### src/rtl/seg_source_pkg.sv
// Shared types and defaults for the two-byte seven-segment source.
package seg_source_pkg;

  localparam int unsigned DWELL_DEFAULT = 25000000;

  typedef enum logic [1:0] {
    IDLE    = 2'd0,
    SHOW_LO = 2'd1,
    SHOW_HI = 2'd2
  } state_e;

endpackage

### src/rtl/seg_source_dwell_timer.sv
// Dwell counter: counts 0..DWELL-1 while enabled and flags the last cycle.
module dwell_timer
  import seg_source_pkg::*;
#(
  parameter int unsigned DWELL = DWELL_DEFAULT
) (
  input  logic clk,
  input  logic rst,
  input  logic clr,
  input  logic en,
  output logic wrap
);

  localparam int unsigned W = (DWELL > 1) ? $clog2(DWELL) : 1;
  localparam logic [W-1:0] LAST = W'(DWELL - 1);

  logic [W-1:0] cnt_q, cnt_d;

  // A clear always wins over counting, so a write restarts the dwell.
  always_comb begin
    cnt_d = cnt_q;
    if (clr) begin
      cnt_d = '0;
    end else if (en) begin
      cnt_d = (cnt_q == LAST) ? '0 : cnt_q + W'(1);
    end
  end

  assign wrap = en && !clr && (cnt_q == LAST);

  always_ff @(posedge clk or negedge rst) begin
    if (!rst) begin
      cnt_q <= '0;
    end else begin
      cnt_q <= cnt_d;
    end
  end

endmodule

### src/rtl/seg_source.sv
// Holds a 16-bit value and alternates its low/high byte onto an 8-bit display bus.
module seg_source
  import seg_source_pkg::*;
#(
  parameter int unsigned DWELL = DWELL_DEFAULT
) (
  input  logic        clk,
  input  logic        rst,
  input  logic        wr_en,
  input  logic [15:0] wr_data,
  input  logic        freeze,
  output logic [7:0]  disp_data,
  output logic        disp_hi,
  output logic        wr_ack
);

  state_e      state_q, state_d;
  logic [15:0] value_q, value_d;
  logic [7:0]  disp_data_q, disp_data_d;
  logic        disp_hi_q, disp_hi_d;
  logic        wr_ack_q, wr_ack_d;
  logic        timer_en;
  logic        timer_wrap;

  assign timer_en = (state_q != IDLE) && !freeze;

  dwell_timer #(
    .DWELL(DWELL)
  ) u_dwell_timer (
    .clk (clk),
    .rst (rst),
    .clr (wr_en),
    .en  (timer_en),
    .wrap(timer_wrap)
  );

  // A write overrides everything, including a coincident wrap or freeze.
  always_comb begin
    state_d     = state_q;
    value_d     = value_q;
    disp_data_d = disp_data_q;
    disp_hi_d   = disp_hi_q;
    wr_ack_d    = wr_en;
    if (wr_en) begin
      value_d     = wr_data;
      state_d     = SHOW_LO;
      disp_data_d = wr_data[7:0];
      disp_hi_d   = 1'b0;
    end else if (timer_wrap) begin
      case (state_q)
        SHOW_LO: begin
          state_d     = SHOW_HI;
          disp_data_d = value_q[15:8];
          disp_hi_d   = 1'b1;
        end
        SHOW_HI: begin
          state_d     = SHOW_LO;
          disp_data_d = value_q[7:0];
          disp_hi_d   = 1'b0;
        end
        default: begin
          state_d = state_q;
        end
      endcase
    end
  end

  always_ff @(posedge clk or negedge rst) begin
    if (!rst) begin
      state_q     <= IDLE;
      value_q     <= 16'h0000;
      disp_data_q <= 8'h00;
      disp_hi_q   <= 1'b0;
      wr_ack_q    <= 1'b0;
    end else begin
      state_q     <= state_d;
      value_q     <= value_d;
      disp_data_q <= disp_data_d;
      disp_hi_q   <= disp_hi_d;
      wr_ack_q    <= wr_ack_d;
    end
  end

  assign disp_data = disp_data_q;
  assign disp_hi   = disp_hi_q;
  assign wr_ack    = wr_ack_q;

endmodule
### config.mk
export PLATFORM = sky130hd
export DESIGN_NAME = seg_source
export DESIGN_NICKNAME = d
export VERILOG_FILES = /design/src/rtl/seg_source_pkg.sv /design/src/rtl/seg_source_dwell_timer.sv /design/src/rtl/seg_source.sv
export SDC_FILE = /design/constraint.sdc
export NUM_CORES = 1
export LEC_CHECK = 0
export CAP_MARGIN = 20
export CORE_ASPECT_RATIO = 0.7
export CORE_MARGIN = 3
export CORE_UTILIZATION = 60
export DETAILED_ROUTE_END_ITERATION = 7
export PLACE_DENSITY_LB_ADDON = 0.12
export SYNTH_ARGS = -nofsm -noshare
export SYNTH_HDL_FRONTEND = slang
export SYNTH_SLANG_ARGS = --single-unit
### constraint.sdc
create_clock -name clk -period 4.5 [get_ports clk]
set_input_delay 0.675 -clock clk [delete_from_list [all_inputs] [get_ports clk]]
set_output_delay 0.675 -clock clk [all_outputs]
set_load 0.03 [all_outputs]
==> impl_metrics.env, run 1 <==
export IMPL_final_hold_viol_count=0
export IMPL_htree_num_levels=2
export IMPL_synth_area_um2=2630
export IMPL_synth_cells=270
export IMPL_cp_required_ps=4670
export IMPL_status="finished clean"
export IMPL_final_common_cell="dfrtp_1"
export IMPL_rows=19
export IMPL_finalCritPeriodShare=0.613
export IMPL_rsz0062_at_grt="false"
export IMPL_vias=2144
export IMPL_drive_above_1_share=0.115
export IMPL_antennaDiodeCount=0
export IMPL_synth_ff_latch_count=52
export IMPL_skew_ps=8.06
export IMPL_coreArea_um2=4070
export IMPL_design_area_um2=3040
export IMPL_placed_cell_area_um2=2960
export IMPL_syn_nets=291
export IMPL_syn2layout_area_growth_pct=15.9
export IMPL_grt_pass1_wl_mm=9.36
export IMPL_layout_nets=317
export IMPL_ant_nets=0
export IMPL_critPathLaunchType="flop"
export IMPL_fp_dieW_um=85.1
export IMPL_cts_path_max_buffers=2
export IMPL_place_gp_congestion=0.925
export IMPL_clk_insertion_delay_late_ps=300
export IMPL_start_util=0.646
export IMPL_drt_pass1_iter_count=5
export IMPL_ys_warn_count=0
export IMPL_cts_buffers=5
export IMPL_ios=30
export IMPL_multi_input_area_um2=1230
export IMPL_ir_drop_mv=0.212
export IMPL_port_buffers=29
export IMPL_stdcell_count=348
export IMPL_power_density_nw_per_um2=287
export IMPL_dp_cells=340
export IMPL_synthArstFlopShare=1.00
export IMPL_final_cell_mix="dfrtp_1, clkdlybuf4s50_1, nand2_1"
export IMPL_track_usage=0.231
export IMPL_seqCellArea_um2=1300
export IMPL_clk_pin_slew_ps=90
export IMPL_antenna_found_initial=0
export IMPL_maxSlewViolCount=0
export IMPL_dpl_hpwl_mm=3.98
export IMPL_cts_root_buf="clkbuf_8"
export IMPL_crit_arrival_ps=2930
export IMPL_synthFlopType="dfrtp_1"
export IMPL_max_slew_margin=0.423
export IMPL_tightestPinTransition_ps=859
export IMPL_post_cts_buffers=0
export IMPL_viasPerCell=6.16
export IMPL_crit_type="flop to flop"
export IMPL_cap_violations=0
export IMPL_die_h_um=61.3
export IMPL_hp_class="primary input to async pin"
export IMPL_synth_edf_count=0
export IMPL_cts_resized=0
export IMPL_grt_max_degree=53
export IMPL_crit_path_max_fanout=8
export IMPL_first_global_vias=1975
export IMPL_routed_wl_mm=5.68
export IMPL_setup_viol=0
export IMPL_r2r_cells=5
export IMPL_tns_ps=0
export IMPL_power_leakage_nw=1.18
export IMPL_dieArea_um2=5220
export IMPL_cts_hold_buffers=0
export IMPL_fin_util=0.749
export IMPL_fmax_ghz=0.363
export IMPL_clock_sinks=52
export IMPL_yosysSeqAreaShare=0.496
export IMPL_total_power_w=0.000874
export IMPL_cts_tree="built"
export IMPL_drt_iter0_drc=189
export IMPL_wl_per_cell_um=16.3
export IMPL_route_detailed_drc=0
export IMPL_fin_crit_ps=2760
export IMPL_fillers=317
export IMPL_cp_end_kind="flop"
export IMPL_synthDistinctLibCells=42
export IMPL_grt_overflow=0
export IMPL_avgSynthCellArea_um2=9.72
==> critical path: stages (launching register included) <==
cell and delay [ps]:
dfrtp_1 450, or4b_1 530, or4_4 560, nor4_4 740, mux2i_1 260, o21ai_1 80
==> logic make-up (layout without fill, tap and decap cells) <==
kind of cell / after synthesis / in the layout / share of synthesized area
XOR/XNOR: 1 / 1 / 0.00334
adder cells (fa/ha/maj): 1 / 1 / 0.00477
buffers and inverters: 27 / 53 / 0.0391
flip-flops: 52 / 52 / 0.496
AO/OA/AOI/OAI: 74 / 74 / 0.163
multiplexers: 26 / 26 / 0.107
AND/OR/NAND/NOR: 89 / 89 / 0.187
==> per-stage QoR <==
step	worst slack, ps	hold slack (ps)
after global routing	1630	523
after detailed placement	1630	495
after floorplan	2030	379
final	1740	479
after CTS	1740	499
after global placement	1690	489
==> layout make-up <==
class	count	area share
clock inverters	2	0.00411
multi-input cells	191	0.405
clock buffers	5	0.0226
flip-flops and latches	52	0.428
well taps	52	0.0214
inverters	13	0.0160
repair buffers	33	0.103
==> path summary, 6_finish.rpt <==
path                                                  endpoint                                start  slack [ps]
max                                   disp_data[1]$_DFFE_PN0P_   u_dwell_timer.cnt_q[7]$_DFFE_PN0P_        1740
min                                     state_q[1]$_DFFE_PN0P_                                  rst         480
max reg2reg                           disp_data[1]$_DFFE_PN0P_   u_dwell_timer.cnt_q[7]$_DFFE_PN0P_        1740
min reg2reg                u_dwell_timer.cnt_q[14]$_DFFE_PN0P_  u_dwell_timer.cnt_q[14]$_DFFE_PN0P_         520
max in group asynchronous             disp_data[6]$_DFFE_PN0P_                                  rst        3590
min in group clk           u_dwell_timer.cnt_q[14]$_DFFE_PN0P_  u_dwell_timer.cnt_q[14]$_DFFE_PN0P_         520
==> state kept, by name, indices dropped and copies added (netlist names) <==
name,cells
disp_data,8
value_q,16
u_dwell_timer.cnt_q,25
state_q,2
wr_ack,1
==> per-layer routing <==
metal | vias to the layer above | global-route usage | part of all wire
met1 | 1020 | 0.349 | 0.50
met4 | 0 | 0.0790 | 0.0088
met5 | - | 0 | 0
met2 | 75 | 0.333 | 0.42
met3 | 5 | 0.0495 | 0.070
li1 | 1044 | - | -
==> where the power goes <==
part	switching (W)	internal, W
clock network	0.000145	0.000106
registers	0.0000176	0.000492
logic	0.0000615	0.0000524
==> cells in the mapped netlist, types with 2 or more instances <==
library cell / n / area (µm²)
nand2_1: 27 / 101
and3_1: 3 / 18.8
nor3_1: 3 / 15.0
a21oi_1: 21 / 105
mux2_2: 16 / 180
mux2i_1: 10 / 100
or3_1: 3 / 18.8
nand4_1: 8 / 50.1
or2_2: 2 / 12.5
or4_1: 3 / 22.5
nand3_1: 10 / 50.1
nor4_1: 4 / 25.0
clkbuf_1: 12 / 45.0
inv_1: 13 / 48.8
nor2_1: 10 / 37.5
o21ai_1: 8 / 40.0
o21ai_0: 19 / 95.1
nand3b_1: 3 / 22.5
a41oi_1: 5 / 43.8
nand2b_1: 4 / 25.0
a31oi_1: 14 / 87.6
dfrtp_1: 52 / 1300
Power figures use the tool's default switching activity.
==> inputs of run 2 (changes only) <==
Settings changed: CORE_UTILIZATION 60 to 50.
Clock period 4.5 ns to 2.2 ns, I/O delays scaled along.
==> run 2 against run 1 <==
Against the previous run: the run now ends with setup timing left; non-clock buffer count rose by 33; power up 110%; final area grew 11%; flip-flop and latch count unchanged; core utilization down 6.3 points; register-to-register slack worse by 1900 ps; sequential share of layout area down 4.1 points; clock skew fell by 1.2 ps; first-iteration DRC count is 18% higher; critical path type unchanged.
==> impl_metrics.env, run 2 (synthesis gave the netlist of run 1 again) <==
export IMPL_status="finished with violations"
export IMPL_violations="setup timing"
export IMPL_grt_pass1_wl_mm=10.2
export IMPL_routed_wl_mm=6.04
export IMPL_cp_end_kind="flop"
export IMPL_setup_viol=10
export IMPL_final_cell_mix="dfrtp_1, buf_4, clkdlybuf4s50_1"
export IMPL_coreArea_um2=4910
export IMPL_cts_resized=0
export IMPL_drt_pass1_iter_count=5
export IMPL_htree_num_levels=2
export IMPL_fin_ws_ps=-167
export IMPL_drive_above_1_share=0.201
export IMPL_place_gp_congestion=0.841
export IMPL_fp_dieW_um=92.6
export IMPL_fillers=406
export IMPL_max_slew_margin=0.524
export IMPL_power_density_nw_per_um2=555
export IMPL_critPathLaunchType="flop"
export IMPL_p_sw_w=0.000461
export IMPL_antennaDiodeCount=0
export IMPL_stdcell_count=398
export IMPL_maxSlewViolCount=0
export IMPL_tightestPinTransition_ps=711
export IMPL_final_hold_viol_count=0
export IMPL_dieArea_um2=6170
export IMPL_syn2layout_area_growth_pct=28.4
export IMPL_layout_nets=350
export IMPL_drt_iter0_drc=223
export IMPL_placed_cell_area_um2=3230
export IMPL_grt_util_met1=0.324
export IMPL_cts_path_max_buffers=2
export IMPL_grt_busiest_layer="met1"
export IMPL_first_global_vias=2070
export IMPL_crit_type="flop to flop"
export IMPL_port_buffers=29
export IMPL_design_area_um2=3370
export IMPL_cts_root_buf="clkbuf_8"
export IMPL_track_usage=0.209
export IMPL_ant_nets=0
export IMPL_final_common_cell="dfrtp_1"
export IMPL_ios=30
export IMPL_route_detailed_drc=0
export IMPL_clk_insertion_delay_late_ps=300
export IMPL_rsz0062_at_grt="true"
export IMPL_antenna_found_initial=0
export IMPL_cts_buffers=5
export IMPL_start_util=0.534
export IMPL_rows=21
export IMPL_hp_class="primary input to async pin"
export IMPL_wl_per_cell_um=15.2
export IMPL_use_met3=0.0418
export IMPL_seqPwrFrac=0.556
export IMPL_viasPerCell=5.72
export IMPL_grt_overflow=0
export IMPL_switching_share=0.247
export IMPL_clk_pin_slew_ps=90
export IMPL_cts_tree="built"
export IMPL_dp_cells=385
export IMPL_clock_sinks=52
export IMPL_cp_required_ps=2380
export IMPL_tns_ps=-1320
export IMPL_grtUsageMet2=0.301
export IMPL_largest_register_ffs=25
export IMPL_internal_power_w=0.00141
export IMPL_ir_drop_mv=0.378
export IMPL_die_h_um=66.6
export IMPL_dpl_hpwl_mm=4.37
export IMPL_grt_max_degree=39
export IMPL_crit_path_max_fanout=8
export IMPL_skew_ps=6.90
export IMPL_finalCritPeriodShare=1.08
export IMPL_p_comb_frac=0.136
export IMPL_vias=2277
export IMPL_clkPwrFrac=0.309
export IMPL_power_leakage_nw=1.37
export IMPL_fmax_ghz=0.422
export IMPL_cap_violations=0
export IMPL_fin_crit_ps=2370
export IMPL_crit_arrival_ps=2550
export IMPL_largest_register="u_dwell_timer.cnt_q"
-- run 2: worst max-delay path, stage by stage (launching register included) --
cell     delay, ps
dfrtp_1        390
or4b_1         520
or4_4          550
nor4_4         320
buf_12         180
mux2i_1        210
o21ai_1         80
-- run 2: layout make-up --
cell class | count | area (µm²) | area share
Multi-Input combinational cell | 191 | 1230 | 0.366
Sequential cell | 52 | 1300 | 0.386
Inverter | 13 | 48.8 | 0.0145
Tap cell | 69 | 86.3 | 0.0256
Clock buffer | 7 | 96.3 | 0.0286
Timing Repair Buffer | 66 | 603 | 0.179
-- run 2: power by group through the flow --
stage	Sequential (W)	Clock [W]	Combinational, W
4_1_cts	0.00104	0.000587	0.000258
2_1_floorplan	0.00108	0	0.000100
3_3_place_gp	0.00106	0	0.000250
3_5_place_dp	0.00106	0	0.000255
5_1_grt	0.00105	0.000624	0.000280
6_report	0.00104	0.000577	0.000254
-- run 2: through the flow --
step	hold WS (ps)	total power (W)	utilization	worst slack (ps)
4_1_cts	417	0.00188	0.680	-167
6_report	431	0.00187	0.686	-167
3_5_place_dp	213	0.00131	0.656	-150
2_1_floorplan	34.4	0.00118	-	-250
5_1_grt	458	0.00195	0.686	-249
3_3_place_gp	216	0.00131	0.656	-59.8
-- run 2: final timing paths --
path                                                     from                             endpoint  slack [ps]  depth (start not counted)
hold reg to reg                       value_q[11]$_DFFE_PN0P_              value_q[11]$_DFFE_PN0P_         510                          1
min in group clk                      value_q[11]$_DFFE_PN0P_              value_q[11]$_DFFE_PN0P_         510                          1
max in group asynchronous                                 rst  u_dwell_timer.cnt_q[21]$_DFFE_PN0P_        1280                          3
setup reg to reg           u_dwell_timer.cnt_q[6]$_DFFE_PN0P_             disp_data[6]$_DFFE_PN0P_        -170                          6
hold / removal                                            rst  u_dwell_timer.cnt_q[12]$_DFFE_PN0P_         430                          2
setup / recovery           u_dwell_timer.cnt_q[6]$_DFFE_PN0P_             disp_data[6]$_DFFE_PN0P_        -170                          6
-- run 2: per-layer routing --
metal | wire length, µm | vias up
met5 | 0 | -
met4 | 44 | 0
met3 | 349 | 7
met2 | 2580 | 74
met1 | 3070 | 1081
li1 | - | 1115
-- run 2: what timing repair did --
item / in CTS / in global routing
setup endpoints to repair: 10 / 11
buffers inserted: 1 / 4
pin swaps: 0 / 3
hold buffers: 1 / 0
hold endpoints to repair: 8 / 0
==> inputs of run 3 (changes only) <==
Settings changed: CORE_ASPECT_RATIO 0.7 to 0.9.
==> run 3 against run 2 <==
Against the previous run: the flow still finishes with violations (setup timing); cell count decreased by 2.0%; clock power increased by 20%; register-to-register slack improved by 20 ps; combinational power about the same; maximum frequency increased by 0.87%; clock skew increased by 6.5 ps; setup slack improved by 20 ps; die area decreased by 0.20%; first-iteration DRC count decreased by 22%; worst hold slack improved by 55 ps; sequential share of layout area increased by 0.29 points; power increased by 5.9%.
==> impl_metrics.env, run 3 (synthesis gave the netlist of run 1 again) <==
export IMPL_status="finished with violations"
export IMPL_violations="setup timing"
export IMPL_seqPwrFrac=0.525
export IMPL_rows=24
export IMPL_cap_violations=0
export IMPL_syn2layout_area_growth_pct=27.4
export IMPL_fmax_ghz=0.426
export IMPL_power_density_nw_per_um2=592
export IMPL_cp_end_kind="flop"
export IMPL_wl_per_cell_um=15.0
export IMPL_cts_root_buf="clkbuf_8"
export IMPL_multi_input_area_um2=1240
export IMPL_dp_cells=380
export IMPL_crit_path_start="u_dwell_timer.cnt_q[8]$_DFFE_PN0P_"
export IMPL_track_usage=0.203
export IMPL_start_util=0.530
export IMPL_crit_arrival_ps=2530
export IMPL_fin_crit_ps=2350
export IMPL_layout_nets=345
export IMPL_stdcell_count=390
export IMPL_hp_class="primary input to async pin"
export IMPL_r2r_cells=6
export IMPL_tightestPinTransition_ps=744
export IMPL_finalCritPeriodShare=1.07
export IMPL_fin_ws_ps=-147
export IMPL_crit_type="flop to flop"
export IMPL_cts_buffers=5
export IMPL_cp_required_ps=2390
export IMPL_final_cell_mix="dfrtp_1, buf_4, clkdlybuf4s50_1"
export IMPL_timing_rr_start="u_dwell_timer.cnt_q[8]$_DFFE_PN0P_"
export IMPL_maxSlewViolCount=0
export IMPL_place_gp_congestion=0.811
export IMPL_skew_ps=13.4
export IMPL_ios=30
export IMPL_clkPwrFrac=0.348
export IMPL_rsz0062_at_grt="true"
export IMPL_antennaDiodeCount=0
export IMPL_die_h_um=74.7
export IMPL_grt_max_degree=39
export IMPL_first_global_vias=1983
export IMPL_seqCellArea_um2=1300
export IMPL_final_common_cell="dfrtp_1"
export IMPL_drive_above_1_share=0.194
export IMPL_routed_wl_mm=5.87
export IMPL_cts_tree="built"
export IMPL_route_detailed_drc=0
export IMPL_largest_register="u_dwell_timer.cnt_q"
export IMPL_clock_sinks=52
export IMPL_largest_register_ffs=25
export IMPL_drt_iter0_drc=174
export IMPL_ant_nets=0
export IMPL_dpl_hpwl_mm=4.23
export IMPL_clk_pin_slew_ps=100
export IMPL_internal_power_w=0.00150
export IMPL_grt_overflow=0
export IMPL_setup_viol=10
export IMPL_cts_path_max_buffers=2
export IMPL_port_buffers=29
export IMPL_dieArea_um2=6160
export IMPL_power_leakage_nw=1.35
export IMPL_fp_dieW_um=82.4
export IMPL_design_area_um2=3340
export IMPL_placed_cell_area_um2=3200
export IMPL_tns_ps=-1230
export IMPL_crit_path_max_fanout=8
export IMPL_fillers=399
export IMPL_max_slew_margin=0.502
export IMPL_final_hold_viol_count=0
export IMPL_clk_insertion_delay_late_ps=300
export IMPL_htree_num_levels=2
export IMPL_antenna_found_initial=0
export IMPL_vias=2205
export IMPL_ir_drop_mv=0.462
export IMPL_grt_pass1_wl_mm=9.60
export IMPL_p_sw_w=0.000482
export IMPL_drt_pass1_iter_count=4
export IMPL_p_comb_frac=0.127
export IMPL_viasPerCell=5.65
export IMPL_switching_share=0.243
export IMPL_critPathLaunchType="flop"
export IMPL_coreArea_um2=4950
## run 3: changes by cell type in the layout (fill, tap and decap cells not counted), sizes merged
cell / before / now
bufinv: 0 / 1
clkinv: 0 / 1
clkbuf: 7 / 6
buf: 37 / 32
## run 3: timing repair
item / 4_1_cts / 5_1_grt
pin swaps: 0 / 1
resized for setup: 0 / 1
setup buffers: 1 / 0
hold endpoints to repair: 18 / 0
endpoints found under the setup margin: 10 / 11
hold buffers: 1 / 0
## run 3: layout make-up
| class | count | area share |
|---|---|---|
| clock buffers | 6 | 0.0247 |
| inverters | 13 | 0.0146 |
| clock inverters | 2 | 0.0116 |
| flip-flops and latches | 52 | 0.389 |
| repair buffers | 61 | 0.165 |
| multi-input cells | 191 | 0.370 |
| well taps | 65 | 0.0243 |
## run 3: metal layers
| layer | global-route usage | vias to the layer above | wire [µm] |
|---|---|---|---|
| li1 | - | 1101 | - |
| met1 | 0.321 | 1053 | 2970 |
| met2 | 0.287 | 46 | 2580 |
| met3 | 0.0383 | 5 | 286 |
| met4 | 0.0461 | 0 | 34 |
| met5 | 0 | - | 0 |
## run 3: worst paths after layout
kind / endpoint / slack (ps)
min: u_dwell_timer.cnt_q[21]$_DFFE_PN0P_ / 490
max in group asynchronous: value_q[4]$_DFFE_PN0P_ / 1100
min in group clk: value_q[14]$_DFFE_PN0P_ / 510
min reg2reg: value_q[14]$_DFFE_PN0P_ / 510
max reg2reg: disp_data[2]$_DFFE_PN0P_ / -150
max: disp_data[2]$_DFFE_PN0P_ / -150
## run 3: critical path, stage by stage (launching register included)
cell,delay [ps]
dfrtp_1,380
or4b_1,530
or4_4,550
nor4_4,330
buf_12,180
mux2i_1,180
o21ai_1,80
## run 3: power groups by stage
stage | Combinational, W | Clock (W) | Sequential [W]
final | 0.000251 | 0.000690 | 0.00104
after detailed placement | 0.000251 | 0 | 0.00106
after floorplan | 0.000100 | 0 | 0.00108
after CTS | 0.000254 | 0.000708 | 0.00104
after global placement | 0.000246 | 0 | 0.00106
after global routing | 0.000276 | 0.000755 | 0.00105
## run 3: metrics by stage
stage                      util  hold WS (ps)  worst slack (ps)  total power (W)
final                     0.675           485              -147          0.00198
after global routing      0.675           523              -236          0.00208
after CTS                 0.674           503              -147          0.00200
after detailed placement  0.646           302              -134          0.00131
after global placement    0.646           303             -58.8          0.00130
after floorplan               -          34.4              -250          0.00118
